File: src/rtl/score_digit_ctrl_if.sv
// Signal bundle between the readout controller and its environment: beam position,
// value-load handshake and the glyph renderer outputs.
interface score_digit_ctrl_if;
  logic       pix_en;
  logic [9:0] x;
  logic [8:0] y;
  logic       frame_start;
  logic [13:0] value_in;
  logic       value_load;
  logic       value_busy;
  logic       glyph_en;
  logic [5:0] glyph_num;
  logic [5:0] glyph_pos;
  logic [9:0] glyph_lx;
  logic [8:0] glyph_ly;

  modport master (
    output pix_en, x, y, frame_start, value_in, value_load,
    input  value_busy, glyph_en, glyph_num, glyph_pos, glyph_lx, glyph_ly
  );

  modport slave (
    input  pix_en, x, y, frame_start, value_in, value_load,
    output value_busy, glyph_en, glyph_num, glyph_pos, glyph_lx, glyph_ly
  );
endinterface

File: src/rtl/score_digit_ctrl.sv
// Multi-digit numeric readout sequencer: double-dabble BCD conversion, frame-aligned
// digit commit and per-pixel slot tracking with leading-zero blanking.
module score_digit_ctrl #(
  parameter int DIGITS   = 4,
  parameter int GLYPH_W  = 60,
  parameter int GLYPH_H  = 100,
  parameter int ORIGIN_X = 200,
  parameter int ORIGIN_Y = 190
) (
  input logic               clk,
  input logic               rst_n,
  score_digit_ctrl_if.slave bus
);

  localparam int BIN_W = 14;
  localparam int BCD_W = 4 * DIGITS;

  function automatic int pow10(input int n);
    int r;
    r = 1;
    for (int i = 0; i < n; i++) r = r * 10;
    return r;
  endfunction

  localparam logic [BIN_W-1:0] MAX_VAL  = BIN_W'(pow10(DIGITS) - 1);
  localparam logic [3:0]       CNT_LAST = 4'(BIN_W - 1);
  localparam logic [9:0]       X_LO     = 10'(ORIGIN_X);
  localparam logic [9:0]       X_HI     = 10'(ORIGIN_X + DIGITS * GLYPH_W);
  localparam logic [8:0]       Y_LO     = 9'(ORIGIN_Y);
  localparam logic [8:0]       Y_HI     = 9'(ORIGIN_Y + GLYPH_H);
  localparam logic [9:0]       COL_LAST = 10'(GLYPH_W - 1);

  typedef enum logic [1:0] {IDLE, SHIFT, DONE} state_t;

  state_t           state, state_nxt;
  logic [BIN_W-1:0] bin_q, bin_nxt;
  logic [BCD_W-1:0] bcd_q, bcd_nxt, bcd_adj;
  logic [3:0]       cnt_q, cnt_nxt;
  logic [BCD_W-1:0] shadow_q, active_q;
  logic             shadow_we;

  logic             in_region;
  logic [9:0]       col_q, col_nxt;
  logic [5:0]       slot_q, slot_nxt;
  logic [DIGITS-1:0] blank;
  logic             zero_run;
  logic [3:0]       cur_digit;
  logic             cur_blank;
  logic             slot_ok;
  logic             vis;

  logic             glyph_en_q;
  logic [5:0]       glyph_num_q;
  logic [5:0]       glyph_pos_q;
  logic [9:0]       glyph_lx_q;
  logic [8:0]       glyph_ly_q;

  // Double-dabble correction: every nibble of 5 or more gets +3 before the shift.
  always_comb begin
    bcd_adj = bcd_q;
    for (int i = 0; i < DIGITS; i++) begin
      if (bcd_q[4*i +: 4] >= 4'd5) bcd_adj[4*i +: 4] = bcd_q[4*i +: 4] + 4'd3;
    end
  end

  always_comb begin
    state_nxt = state;
    bin_nxt   = bin_q;
    bcd_nxt   = bcd_q;
    cnt_nxt   = cnt_q;
    shadow_we = 1'b0;
    case (state)
      IDLE: begin
        if (bus.value_load) begin
          bin_nxt   = (bus.value_in > MAX_VAL) ? MAX_VAL : bus.value_in;
          bcd_nxt   = '0;
          cnt_nxt   = '0;
          state_nxt = SHIFT;
        end
      end
      SHIFT: begin
        {bcd_nxt, bin_nxt} = {bcd_adj, bin_q} << 1;
        cnt_nxt = cnt_q + 4'd1;
        // The last shift also performs the DONE work, so busy lasts exactly BIN_W cycles.
        if (cnt_q == CNT_LAST) begin
          shadow_we = 1'b1;
          state_nxt = IDLE;
        end
      end
      default: state_nxt = IDLE;
    endcase
  end

  always_ff @(posedge clk or negedge rst_n) begin
    if (!rst_n) begin
      state <= IDLE;
      bin_q <= '0;
      bcd_q <= '0;
      cnt_q <= '0;
    end else begin
      state <= state_nxt;
      bin_q <= bin_nxt;
      bcd_q <= bcd_nxt;
      cnt_q <= cnt_nxt;
    end
  end

  // Active reads the pre-edge shadow, so a same-edge write waits for the next frame.
  always_ff @(posedge clk or negedge rst_n) begin
    if (!rst_n) begin
      shadow_q <= '0;
      active_q <= '0;
    end else begin
      if (shadow_we) shadow_q <= bcd_nxt;
      if (bus.frame_start) active_q <= shadow_q;
    end
  end

  assign bus.value_busy = (state == SHIFT);

  assign in_region = (bus.x >= X_LO) && (bus.x < X_HI) &&
                     (bus.y >= Y_LO) && (bus.y < Y_HI);

  always_comb begin
    col_nxt  = col_q;
    slot_nxt = slot_q;
    if (bus.x == X_LO) begin
      col_nxt  = '0;
      slot_nxt = '0;
    end else if (in_region) begin
      if (col_q == COL_LAST) begin
        col_nxt  = '0;
        slot_nxt = slot_q + 6'd1;
      end else begin
        col_nxt = col_q + 10'd1;
      end
    end
  end

  // Slot 0 holds the most significant digit; the last slot always shows.
  always_comb begin
    zero_run = 1'b1;
    blank    = '0;
    for (int i = 0; i < DIGITS; i++) begin
      zero_run = zero_run & (active_q[BCD_W-4-4*i +: 4] == 4'd0);
      blank[i] = zero_run & (i != DIGITS - 1);
    end
  end

  always_comb begin
    cur_digit = 4'd0;
    cur_blank = 1'b0;
    slot_ok   = 1'b0;
    for (int i = 0; i < DIGITS; i++) begin
      if (slot_nxt == 6'(i)) begin
        cur_digit = active_q[BCD_W-4-4*i +: 4];
        cur_blank = blank[i];
        slot_ok   = 1'b1;
      end
    end
  end

  assign vis = in_region && slot_ok && !cur_blank;

  always_ff @(posedge clk or negedge rst_n) begin
    if (!rst_n) begin
      col_q       <= '0;
      slot_q      <= '0;
      glyph_en_q  <= 1'b0;
      glyph_num_q <= 6'h3F;
      glyph_pos_q <= '0;
      glyph_lx_q  <= '0;
      glyph_ly_q  <= '0;
    end else if (bus.pix_en) begin
      col_q       <= col_nxt;
      slot_q      <= slot_nxt;
      glyph_en_q  <= vis;
      glyph_num_q <= vis ? {2'b00, cur_digit} : 6'h3F;
      glyph_pos_q <= slot_nxt;
      glyph_lx_q  <= col_nxt;
      glyph_ly_q  <= bus.y - Y_LO;
    end
  end

  assign bus.glyph_en  = glyph_en_q;
  assign bus.glyph_num = glyph_num_q;
  assign bus.glyph_pos = glyph_pos_q;
  assign bus.glyph_lx  = glyph_lx_q;
  assign bus.glyph_ly  = glyph_ly_q;

endmodule

File: src/flat_wrapper.sv
// flat-port wrapper written by rule: the top's interface ports become plain ports
module score_digit_ctrl_flat 
#(
  parameter int DIGITS   = 4,
  parameter int GLYPH_W  = 60,
  parameter int GLYPH_H  = 100,
  parameter int ORIGIN_X = 200,
  parameter int ORIGIN_Y = 190
)
  (clk, rst_n, bus_pix_en, bus_x, bus_y, bus_frame_start, bus_value_in, bus_value_load, bus_value_busy, bus_glyph_en, bus_glyph_num, bus_glyph_pos, bus_glyph_lx, bus_glyph_ly);
  score_digit_ctrl_if bus_i ();
  input logic clk;
  input logic rst_n;
  input wire logic [$bits(bus_i.pix_en)-1:0] bus_pix_en;
  input wire logic [$bits(bus_i.x)-1:0] bus_x;
  input wire logic [$bits(bus_i.y)-1:0] bus_y;
  input wire logic [$bits(bus_i.frame_start)-1:0] bus_frame_start;
  input wire logic [$bits(bus_i.value_in)-1:0] bus_value_in;
  input wire logic [$bits(bus_i.value_load)-1:0] bus_value_load;
  output wire logic [$bits(bus_i.value_busy)-1:0] bus_value_busy;
  output wire logic [$bits(bus_i.glyph_en)-1:0] bus_glyph_en;
  output wire logic [$bits(bus_i.glyph_num)-1:0] bus_glyph_num;
  output wire logic [$bits(bus_i.glyph_pos)-1:0] bus_glyph_pos;
  output wire logic [$bits(bus_i.glyph_lx)-1:0] bus_glyph_lx;
  output wire logic [$bits(bus_i.glyph_ly)-1:0] bus_glyph_ly;
  assign bus_i.pix_en = bus_pix_en;
  assign bus_i.x = bus_x;
  assign bus_i.y = bus_y;
  assign bus_i.frame_start = bus_frame_start;
  assign bus_i.value_in = bus_value_in;
  assign bus_i.value_load = bus_value_load;
  assign bus_value_busy = bus_i.value_busy;
  assign bus_glyph_en = bus_i.glyph_en;
  assign bus_glyph_num = bus_i.glyph_num;
  assign bus_glyph_pos = bus_i.glyph_pos;
  assign bus_glyph_lx = bus_i.glyph_lx;
  assign bus_glyph_ly = bus_i.glyph_ly;
  score_digit_ctrl #(.DIGITS(DIGITS), .GLYPH_W(GLYPH_W), .GLYPH_H(GLYPH_H), .ORIGIN_X(ORIGIN_X), .ORIGIN_Y(ORIGIN_Y)) u_core (.clk(clk), .rst_n(rst_n), .bus(bus_i));
endmodule
File: config.mk
export PLATFORM = sky130hd
export DESIGN_NAME = score_digit_ctrl_flat
export DESIGN_NICKNAME = d
export VERILOG_FILES = /design/src/rtl/score_digit_ctrl_if.sv /design/src/rtl/score_digit_ctrl.sv /design/src/flat_wrapper.sv
export SDC_FILE = /design/constraint.sdc
export NUM_CORES = 1
export LEC_CHECK = 0
export CAP_MARGIN = 20
export CORE_ASPECT_RATIO = 0.7
export CORE_MARGIN = 5
export CORE_UTILIZATION = 40
export DETAILED_ROUTE_END_ITERATION = 16
export PLACE_DENSITY = 0.66
export SLEW_MARGIN = 20
export SYNTH_ARGS = -nofsm -noshare
export SYNTH_HDL_FRONTEND = slang
export SYNTH_SLANG_ARGS = --single-unit
File: constraint.sdc
create_clock -name clk -period 2.8 [get_ports clk]
set_input_delay 0.56 -clock clk [delete_from_list [all_inputs] [get_ports clk]]
set_output_delay 0.56 -clock clk [all_outputs]
set_load 0.05 [all_outputs]
==> out/metrics.cfg, run 1 <==
[cts]
numCtsBuffers=9
clk_pin_slew_ns=0.07
clkLatencyLatePin_ns=0.34
cts_tree=done
cts_buffer_depth=2
htree_num_levels=3
cts_num_sinks=98
root_buffer=clkbuf_16

[place]
post-place-ws_ns=-0.431
placedInstanceArea_um2=6290
dp_hpwl_mm=9.12
portBuffers=70
gp_congestion=0.853

[routing]
drc=0
num_vias=4193
dr.pass1.iters=4
ant_nets=0
routedWlPerCell_um=16.0
drt_iter0_drc=254
drt-total-wl_mm=12.4
via_per_inst=5.40

[floorplanning]
die_area_um2=15400
core_um2=12500
die_w_um=146
fp-row-count=34
io_pins=71
initial_core_util_pct=41.3
fp.dieH_um=105

[hold_path]
hp-class=primary input to async pin

[global_routing]
grt_pass1_vias=4173
grt_pass1_wl_mm=21.2
antenna_found_initial=0
grt_start_max_net_pins=58
gr-total-overflow=0
grt_usage_pct=16.6

[finish]
stdcell_area_um2=6670
area_delta_synth_final_pct=28.5
multi_input_area_um2=2630
layout.nets=661
n_antenna_cell=0
regArea_um2=2460
drive_gt1_share_pct=19.5
n_fill_cell=1093

[critical_path]
endpoint_kind=register
cpPeakStageDelay_ns=0.46
crit_path_top_delay_cell=or3b_4
worst-setup-path-type=primary input to register
startpoint_type=primary input
crit_required_ns=3.06
worstPathCellList=clkdlybuf4s50_1, ha_1, and4_2, o32ai_4, buf_4, nor4_4, mux2i_2, or3b_4, o221ai_2, a31oi_1
arrival_ns=2.96
critPathMaxFanout=5

[synthesis]
synth-seq-cells=98
syn_area_um2=5190
yosysWarnings=0
synthDistinctLibCells=50
synth_ff_type=dfrtp_1
syn-instance-count=513
synth_edf_count=0
async_flop_share_pct=100
syn_nets=565
seq_area_frac_synth_pct=47.4
syn_avg_cell_area_um2=10.1

[timing]
setup_viol=0
fin_skew_ns=0.00495
fmax_mhz=371
layout_min_cycle_time_ns=2.69
tns_ns=0
rsz0062_at_grt=no
fin_crit_sh_pct=96.2
slew_viol_final=0
final-hold-violation-count=0
worst_pin_slew_ns=0.735
worst_slack_ns=0.107
relSlewSlack_pct=51.0

[job]
maxCapViolCount=0

[pwr]
leakage_nw=2.94
vdd_ir_drop_max_uv=321
p_per_area_nw_per_um2=806

[run_status]
status=completed

==> sequential cells by signal, summed over array words and instances (netlist names), 4 cells and up <==
name,cells
u_core.bus.glyph_ly,9
u_core.cnt_q,4
u_core.shadow_q,16
u_core.col_q,10
u_core.bus.glyph_num,5
u_core.slot_q,6
u_core.bcd_q,16
u_core.bin_q,14
u_core.active_q,16
==> routing by layer <==
| metal | GRT usage (%) | vias up | routed length [um] |
|---|---|---|---|
| met4 | 4.09 | 0 | 151 |
| met1 | 24.4 | 2037 | 6200 |
| li1 | - | 2043 | - |
| met3 | 3.95 | 16 | 548 |
| met2 | 24.7 | 97 | 5520 |
| met5 | 0 | - | 0 |
==> logic make-up (layout without fill, tap and decap cells) <==
| logic type | Yosys count | in the layout | synth area share, % |
|---|---|---|---|
| XOR/XNOR | 16 | 16 | 2.70 |
| multiplexers | 49 | 49 | 10.5 |
| adder cells (fa/ha/maj) | 14 | 14 | 3.38 |
| AO/OA/AOI/OAI | 114 | 114 | 14.4 |
| flip-flops | 98 | 98 | 47.4 |
| AND/OR/NAND/NOR | 183 | 183 | 18.5 |
| buffers and inverters | 39 | 140 | 3.13 |
==> final cells by class <==
type / count / area share (%)
multi-input cells: 376 / 39.4
flip-flops and latches: 98 / 36.9
repair buffers: 109 / 15.6
clock buffers: 13 / 3.90
well taps: 162 / 3.04
inverters: 15 / 0.844
clock inverters: 3 / 0.357
==> worst max-delay path: cells and delay by family <==
family,cells,cell delay (ns)
AOI/OAI and AO/OA,3,0.59
buffers and inverters,2,0.67
adders and majority gates,1,0.23
and+or+nand+nor,3,0.74
muxes,1,0.18
==> per-stage QoR <==
step	hold slack [ns]	std cells	total power [W]	utilization (%)
after global routing	0.244	776	0.00576	53.1
after CTS	0.225	776	0.00540	52.6
final	0.207	776	0.00537	53.1
after global placement	0.461	759	0.00409	50.1
after floorplan	0.264	513	0.00355	-
after detailed placement	0.472	759	0.00419	50.1
==> synthesized netlist by cell type (all sizes together), types with 2 or more instances <==
cell     n  area share [%]
nand2b  10             1.2
and4     2            0.34
xor2     8             1.4
nand2   57             4.1
o31ai    9             1.3
nor2    36             2.6
nor4     8             2.0
buf      5            0.67
and4b    2            0.39
or4      4            0.65
ha      14             3.4
xnor2    8             1.4
clkbuf  19             1.4
mux2    40             8.8
a21oi   17             1.7
nor3     7            0.68
dfstp    5             2.5
o22ai    6            0.72
nand4   12             1.4
a22o    14             2.4
o41ai    3            0.51
a31oi    5            0.60
inv     15             1.1
nand3   18             1.7
mux2i    9             1.7
o221ai   4            0.68
o21ai   45             4.3
and2     6            0.72
o211ai   4            0.58
dfrtp   93              45
nor2b   13             1.6
and3     6            0.72
==> power by group <==
part	switching, W	internal [W]	total (W)
Sequential	0.000393	0.00189	0.00229
Clock	0.000531	0.000654	0.00118
Combinational	0.000996	0.000906	0.00190
Total	0.00192	0.00345	0.00537
==> worst paths after layout <==
path,from,to,slack [ns],cells after the start
hold reg to reg,u_core.bin_q[5],u_core.bin_q[6],0.48,2
hold / removal,rst_n,u_core.shadow_q[6],0.21,1
setup / recovery,bus_y[1],u_core.bus.glyph_num[0],0.11,10
max in group asynchronous,rst_n,u_core.bus.glyph_num[3],1.86,2
setup reg to reg,u_core.slot_q[1],u_core.bus.glyph_num[0],0.25,8
min in group clk,u_core.bin_q[5],u_core.bin_q[6],0.48,2
==> cells in the final DEF, fill, tap and decap left out, types with 5 or more instances in the layout <==
cell type and count:
o21ai_0 25, nand4_1 12, ha_1 14, mux2i_1 6
xor2_1 8, o21ai_1 20, o31ai_1 9, inv_1 15
nand2b_1 10, dlymetal6s2s_1 9, and2_1 6, a31oi_1 5
mux2_2 39, dfstp_2 5, xnor2_1 8, clkbuf_16 9
nor2_1 36, and3_1 6, a22o_1 14, nor2b_1 13
a21oi_1 16, clkdlybuf4s50_1 59, buf_4 38, o22ai_1 6
dfrtp_1 93, nand2_1 57, nor3_1 7, nand3_1 18
==> timing repair <==
action	CTS	global route
hold endpoints to repair	0	0
endpoints found under the setup margin	4	5
hold buffers	0	0
pin swaps	3	10
setup buffers	1	0
resized for setup	5	16
No activity file was read; power rests on OpenSTA's default activity.
==> inputs of run 2 (changes only) <==
--- a/config.mk
+++ b/config.mk
@@ -8,9 +8,9 @@
 export CAP_MARGIN = 20
 export CORE_ASPECT_RATIO = 0.7
 export CORE_MARGIN = 5
-export CORE_UTILIZATION = 40
+export CORE_UTILIZATION = 55
 export DETAILED_ROUTE_END_ITERATION = 16
-export PLACE_DENSITY = 0.66
+export PLACE_DENSITY = 0.85
 export SLEW_MARGIN = 20
 export SYNTH_ARGS = -nofsm -noshare
 export SYNTH_HDL_FRONTEND = slang
==> run 2 against run 1 <==
Against the previous run: worst setup slack worse by 0.030 ns; worst hold slack better by 0.088 ns; count of clock-buffer cells in the layout down 3; register-to-register slack worse by 0.09 ns; global-route usage rose by 6.7 points; wire length up 11%; cell count down 4.4%; combinational power up 5%; via count increased by 6.5%; clock power up 5%; sequential power hardly changed; utilization grew 20 points; largest cell class unchanged.
==> out/metrics.cfg, run 2 (same netlist as run 1, synthesis figures left out) <==
[global_routing]
grt_pass1_wl_mm=22.0  ; +4.0%
antenna_found_initial=0  ; unchanged
grt_usage_pct=23.3  ; +6.7 points
grt_pass1_vias=4419  ; +5.9%
grt_start_max_net_pins=64  ; +10%
gr-total-overflow=0  ; unchanged

[finish]
mostFrequentLayoutCells=dfrtp_1 (92), nand2_1 (57), clkdlybuf4s50_1 (55)
final_util_pct=72.9  ; +20 points
n_antenna_cell=0  ; unchanged
stdcell_area_um2=6660  ; about the same
area_delta_synth_final_pct=28.4  ; about the same
drive_gt1_share_pct=20.7  ; +1.2 points
layout_commonest_cell=dfrtp_1
layout.nets=665  ; +0.61%
top_regs=u_core.active_q: 16 flops, u_core.bcd_q: 16 flops, u_core.shadow_q: 16 flops

[critical_path]
endpoint_kind=register
critical-path-top-delay-family=buffers and inverters
crit_buf_inv=3  ; +1
worstPathCellList=clkdlybuf4s50_1, o31ai_2, a21oi_2, nor4_4, buf_4, mux2_4, nor4_4, buf_4, nand2_1, a31oi_1
arrival_ns=2.99  ; +0.03 ns
worst-setup-path-type=primary input to register
r2r-end=u_core.bus.glyph_num[2]
crit_required_ns=3.06  ; about the same
startpoint_type=primary input
ff2ff_setup_slack_ns=0.16  ; -0.09 ns
reg2reg_from=u_core.col_q[1]
crit_path_top_delay_cell=clkdlybuf4s50_1
reg2regPathDepth=10  ; +2
cpPeakStageDelay_ns=0.47  ; about the same
critPathMaxFanout=4  ; -1
cp_num_cells=10  ; unchanged

[cts]
cts_num_sinks=98  ; unchanged
ctsHoldBuffers=0  ; unchanged
cts_tree=done
htree_num_levels=3  ; unchanged
root_buffer=clkbuf_16
clkLatencyLatePin_ns=0.35  ; about the same
clk_pin_slew_ns=0.07  ; about the same
cts_buffer_depth=2  ; unchanged
numCtsBuffers=9  ; unchanged

[job]
maxCapViolCount=0  ; unchanged

[timing]
worst_pin_slew_ns=0.785  ; +0.0498 ns
tns_ns=0  ; unchanged
fin_skew_ns=0.00983  ; +0.00487 ns
final-hold-violation-count=0  ; unchanged
fmax_mhz=367  ; -1.1%
relSlewSlack_pct=47.5  ; -3.5 points
fin_crit_sh_pct=97.3  ; +1.1 points
setup_viol=0  ; unchanged
hold_slack_ns=0.295  ; +0.0880 ns
worst_slack_ns=0.0766  ; -0.0299 ns
slew_viol_final=0  ; unchanged
layout_min_cycle_time_ns=2.72  ; +0.0299 ns

[routing]
drt_iter0_drc=376  ; +48%
ant_nets=0  ; unchanged
drt-total-wl_mm=13.8  ; +11%
met1_length_mm=6.06  ; -2.3%
routedWlPerCell_um=18.6  ; +16%
via_per_inst=6.02  ; +11%
num_vias=4464  ; +6.5%
dr.pass1.iters=5  ; +1
top_layer=met4
wl_met3_um=872  ; +59%
drc=0  ; unchanged
met2WireLength_mm=6.71  ; +21%

[floorplanning]
die_area_um2=11500  ; -25%
die_w_um=126  ; -14%
fp-row-count=29  ; -15%
core_um2=9140  ; -27%
io_pins=71  ; unchanged
initial_core_util_pct=56.7  ; +15 points
fp.dieH_um=91.3  ; -13%

[place]
gp_congestion=0.864  ; +1.3%
post-place-ws_ns=-0.379  ; +0.0520 ns
portBuffers=70  ; unchanged
dp_hpwl_mm=9.49  ; +4.1%
placedInstanceArea_um2=6240  ; -0.84%

[pwr]
leakage_nw=3.00  ; +2.0%
vdd_ir_drop_max_uv=562  ; +75%
p_per_area_nw_per_um2=831  ; +3.2%

[run_status]
status=completed

[hold_path]
hp-class=primary input to async pin

==> run 2: repair_timing <==
action | CTS | global route
pin swaps | 2 | 11
resized for setup | 4 | 25
setup buffers | 1 | 2
endpoints found under the setup margin | 4 | 10
==> run 2: where the power goes <==
| part | internal [W] | switching [W] | total [W] | leakage (nW) |
|---|---|---|---|---|
| clock | 0.000696 | 0.000545 | 0.00124 | 0.143 |
| sequential | 0.00190 | 0.000417 | 0.00231 | 1.24 |
| combinational | 0.000913 | 0.00107 | 0.00199 | 1.62 |
==> run 2: through the flow <==
stage,cells,power (W)
after global routing,742,0.00585
after CTS,739,0.00549
final,742,0.00554
after floorplan,513,0.00355
after detailed placement,722,0.00422
after global placement,722,0.00405
==> run 2: final cells by class <==
class	instances	area, um^2
fillers	639	2480
clock buffers	10	229
multi-input cells	376	2630
repair buffers	113	1070
inverters	15	56.3
flip-flops and latches	98	2460
clock inverters	6	65.1
well taps	124	155
==> run 2: routing by layer <==
layer	vias to the layer above	GRT usage, %
met5	-	0
met1	2217	32.6
met2	172	36.4
met3	20	6.16
li1	2055	-
met4	0	6.16
==> run 2: worst max-delay path by stage <==
stage	from	end	slack [ns]
after floorplan	u_core.col_q[0]	u_core.bus.glyph_num[0]	0.09
after global placement	bus_x[8]	u_core.bus.glyph_num[0]	-0.27
after detailed placement	bus_x[8]	u_core.bus.glyph_num[0]	-0.38
after CTS	bus_y[1]	u_core.bus.glyph_num[2]	0.0004
after global routing	bus_y[5]	u_core.bus.glyph_num[2]	-0.05
final	bus_y[5]	u_core.bus.glyph_num[2]	0.08
==> inputs of run 3 (changes only) <==
--- a/config.mk
+++ b/config.mk
@@ -8,9 +8,11 @@
 export CAP_MARGIN = 20
 export CORE_ASPECT_RATIO = 0.7
 export CORE_MARGIN = 5
-export CORE_UTILIZATION = 55
+export CORE_UTILIZATION = 60
+export CTS_CLUSTER_SIZE = 10
 export DETAILED_ROUTE_END_ITERATION = 16
-export PLACE_DENSITY = 0.85
+export DONT_BUFFER_PORTS = 1
+export PLACE_DENSITY = 0.81
 export SLEW_MARGIN = 20
 export SYNTH_ARGS = -nofsm -noshare
 export SYNTH_HDL_FRONTEND = slang
==> run 3 against run 2 <==
Against the previous run: clock skew shrank 0.0022 ns; highest routed layer unchanged; combinational power shrank 20%; cell count shrank 12%; register-to-register slack gained 0.10 ns.
==> out/metrics.cfg, run 3 (same netlist as run 1, synthesis figures left out) <==
[run_status]
status=completed

[floorplanning]
initial_core_util_pct=61.5  ; +4.7 points
core_um2=8440  ; -7.7%
die_area_um2=10600  ; -7.6%
fp.dieH_um=87.8  ; -3.8%
fp-row-count=28  ; -3.4%
io_pins=71  ; unchanged
die_w_um=121  ; -3.9%

[critical_path]
crit_required_ns=3.06  ; about the same
ff2ff_setup_slack_ns=0.26  ; +0.10 ns
startpoint_type=register
r2r-end=u_core.bus.glyph_num[1]
reg2regPathDepth=9  ; -1
reg2reg_from=u_core.col_q[0]
endpoint_kind=register
worst-setup-path-type=register to register
arrival_ns=2.80  ; -0.19 ns
critPathMaxFanout=4  ; unchanged

[routing]
dr.pass1.iters=5  ; unchanged
num_vias=3969  ; -11%
drt_iter0_drc=346  ; -8.0%
drc=0  ; unchanged
ant_nets=0  ; unchanged
routedWlPerCell_um=17.3  ; -7.1%
drt-total-wl_mm=11.3  ; -18%
via_per_inst=6.09  ; +1.2%

[timing]
rsz0062_at_grt=no
worst_slack_ns=0.265  ; +0.188 ns
relSlewSlack_pct=51.9  ; +4.4 points
setup_viol=0  ; unchanged
hold_slack_ns=0.0510  ; -0.245 ns
fmax_mhz=394  ; +7.4%
fin_crit_sh_pct=90.5  ; -6.7 points
fin_skew_ns=0.00765  ; -0.00218 ns
slew_viol_final=0  ; unchanged
final-hold-violation-count=0  ; unchanged
layout_min_cycle_time_ns=2.54  ; -0.188 ns
worst_pin_slew_ns=0.717  ; -0.0681 ns

[cts]
clk_pin_slew_ns=0.07  ; about the same
root_buffer=clkbuf_16
numCtsBuffers=9  ; unchanged
cts_tree=done
post_cts_buffers=0  ; -1
cts_buffer_depth=2  ; unchanged
cts_num_sinks=98  ; unchanged
htree_num_levels=3  ; unchanged
clkLatencyLatePin_ns=0.34  ; about the same

[finish]
n_fill_cell=634  ; -0.78%
layout_commonest_cell=dfrtp_1
mostFrequentLayoutCells=dfrtp_1 (92), nand2_1 (57), mux2_2 (39)
top_regs=u_core.active_q: 16 flops, u_core.bcd_q: 16 flops, u_core.shadow_q: 16 flops
layout.nets=579  ; -13%
n_antenna_cell=0  ; unchanged
drive_gt1_share_pct=18.6  ; -2.1 points
area_delta_synth_final_pct=10.6

[global_routing]
antenna_found_initial=0  ; unchanged
grt_pass1_vias=3787  ; -14%
grt_start_max_net_pins=94  ; +47%
gr-total-overflow=0  ; unchanged
grt_usage_pct=22.1  ; -1.2 points
grt_pass1_wl_mm=18.7  ; -15%

[job]
maxCapViolCount=0  ; unchanged

[pwr]
leakage_nw=2.53  ; -16%
vdd_ir_drop_max_uv=644  ; +15%
p_per_area_nw_per_um2=889  ; +7.0%

[place]
gp_congestion=0.862  ; -0.24%
post-place-ws_ns=-0.0151  ; +0.364 ns
portBuffers=0  ; -100%
dp_hpwl_mm=8.01  ; -16%

[hold_path]
hp-class=primary input to async pin

==> run 3: per-layer routing <==
metal	track usage, %	wire (um)
met5	0	0
met1	32.0	5300
met3	6.52	758
met2	32.6	5080
met4	6.51	144
==> run 3: what timing repair did <==
item	4_1_cts	5_1_grt
setup endpoints to repair	0	4
hold endpoints to repair	93	0
hold buffers	1	0
resized for setup	0	2
==> run 3: cell type report <==
cell class	instances	area [um^2]	area share, %
Timing Repair Buffer	27	223	3.88
Inverter	15	56.3	0.981
Clock buffer	12	246	4.30
Tap cell	120	150	2.62
Clock inverter	4	27.5	0.480
Multi-Input combinational cell	376	2570	44.9
Sequential cell	98	2460	42.9
==> run 3: power breakdown <==
| part | leakage [nW] | internal [W] | switching, W |
|---|---|---|---|
| sequential | 1.24 | 0.00190 | 0.000477 |
| clock | 0.137 | 0.000627 | 0.000510 |
| combinational | 1.15 | 0.000755 | 0.000837 |
==> run 3: worst max-delay path by stage <==
stage / start / to / slack [ns] / depth (start not counted)
global placement: bus_x[7] / u_core.bus.glyph_num[3] / 0.07 / 8
CTS: u_core.col_q[0] / u_core.bus.glyph_num[1] / 0.20 / 9
detailed placement: bus_x[7] / u_core.bus.glyph_num[1] / -0.02 / 8
global route: u_core.col_q[0] / u_core.bus.glyph_num[1] / 0.01 / 9
floorplan: u_core.col_q[0] / u_core.bus.glyph_num[0] / 0.09 / 9
finish: u_core.col_q[0] / u_core.bus.glyph_num[1] / 0.26 / 9
==> run 3: worst max-delay path, stage by stage (launching register included) <==
cell and delay (ns):
dfrtp_1 0.37, ha_1 0.20, nor2b_2 0.22, nand3_1 0.18, nor4_4 0.31, buf_4 0.20, mux2i_1 0.33, o211ai_1 0.18
o221ai_1 0.33, a31oi_1 0.13
==> run 3: through the flow <==
| step | instances | power (W) | util (%) | setup TNS, ns | cell area, um^2 |
|---|---|---|---|---|---|
| 2_1_floorplan | 513 | 0.00355 | - | 0 | 5190 |
| 3_3_place_gp | 635 | 0.00383 | 64.3 | 0 | 5430 |
| 3_5_place_dp | 635 | 0.00395 | 64.3 | -0.0151 | 5430 |
| 4_1_cts | 652 | 0.00514 | 67.9 | 0 | 5730 |
| 5_1_grt | 652 | 0.00545 | 68.0 | 0 | 5740 |
| 6_report | 652 | 0.00510 | 68.0 | 0 | 5740 |
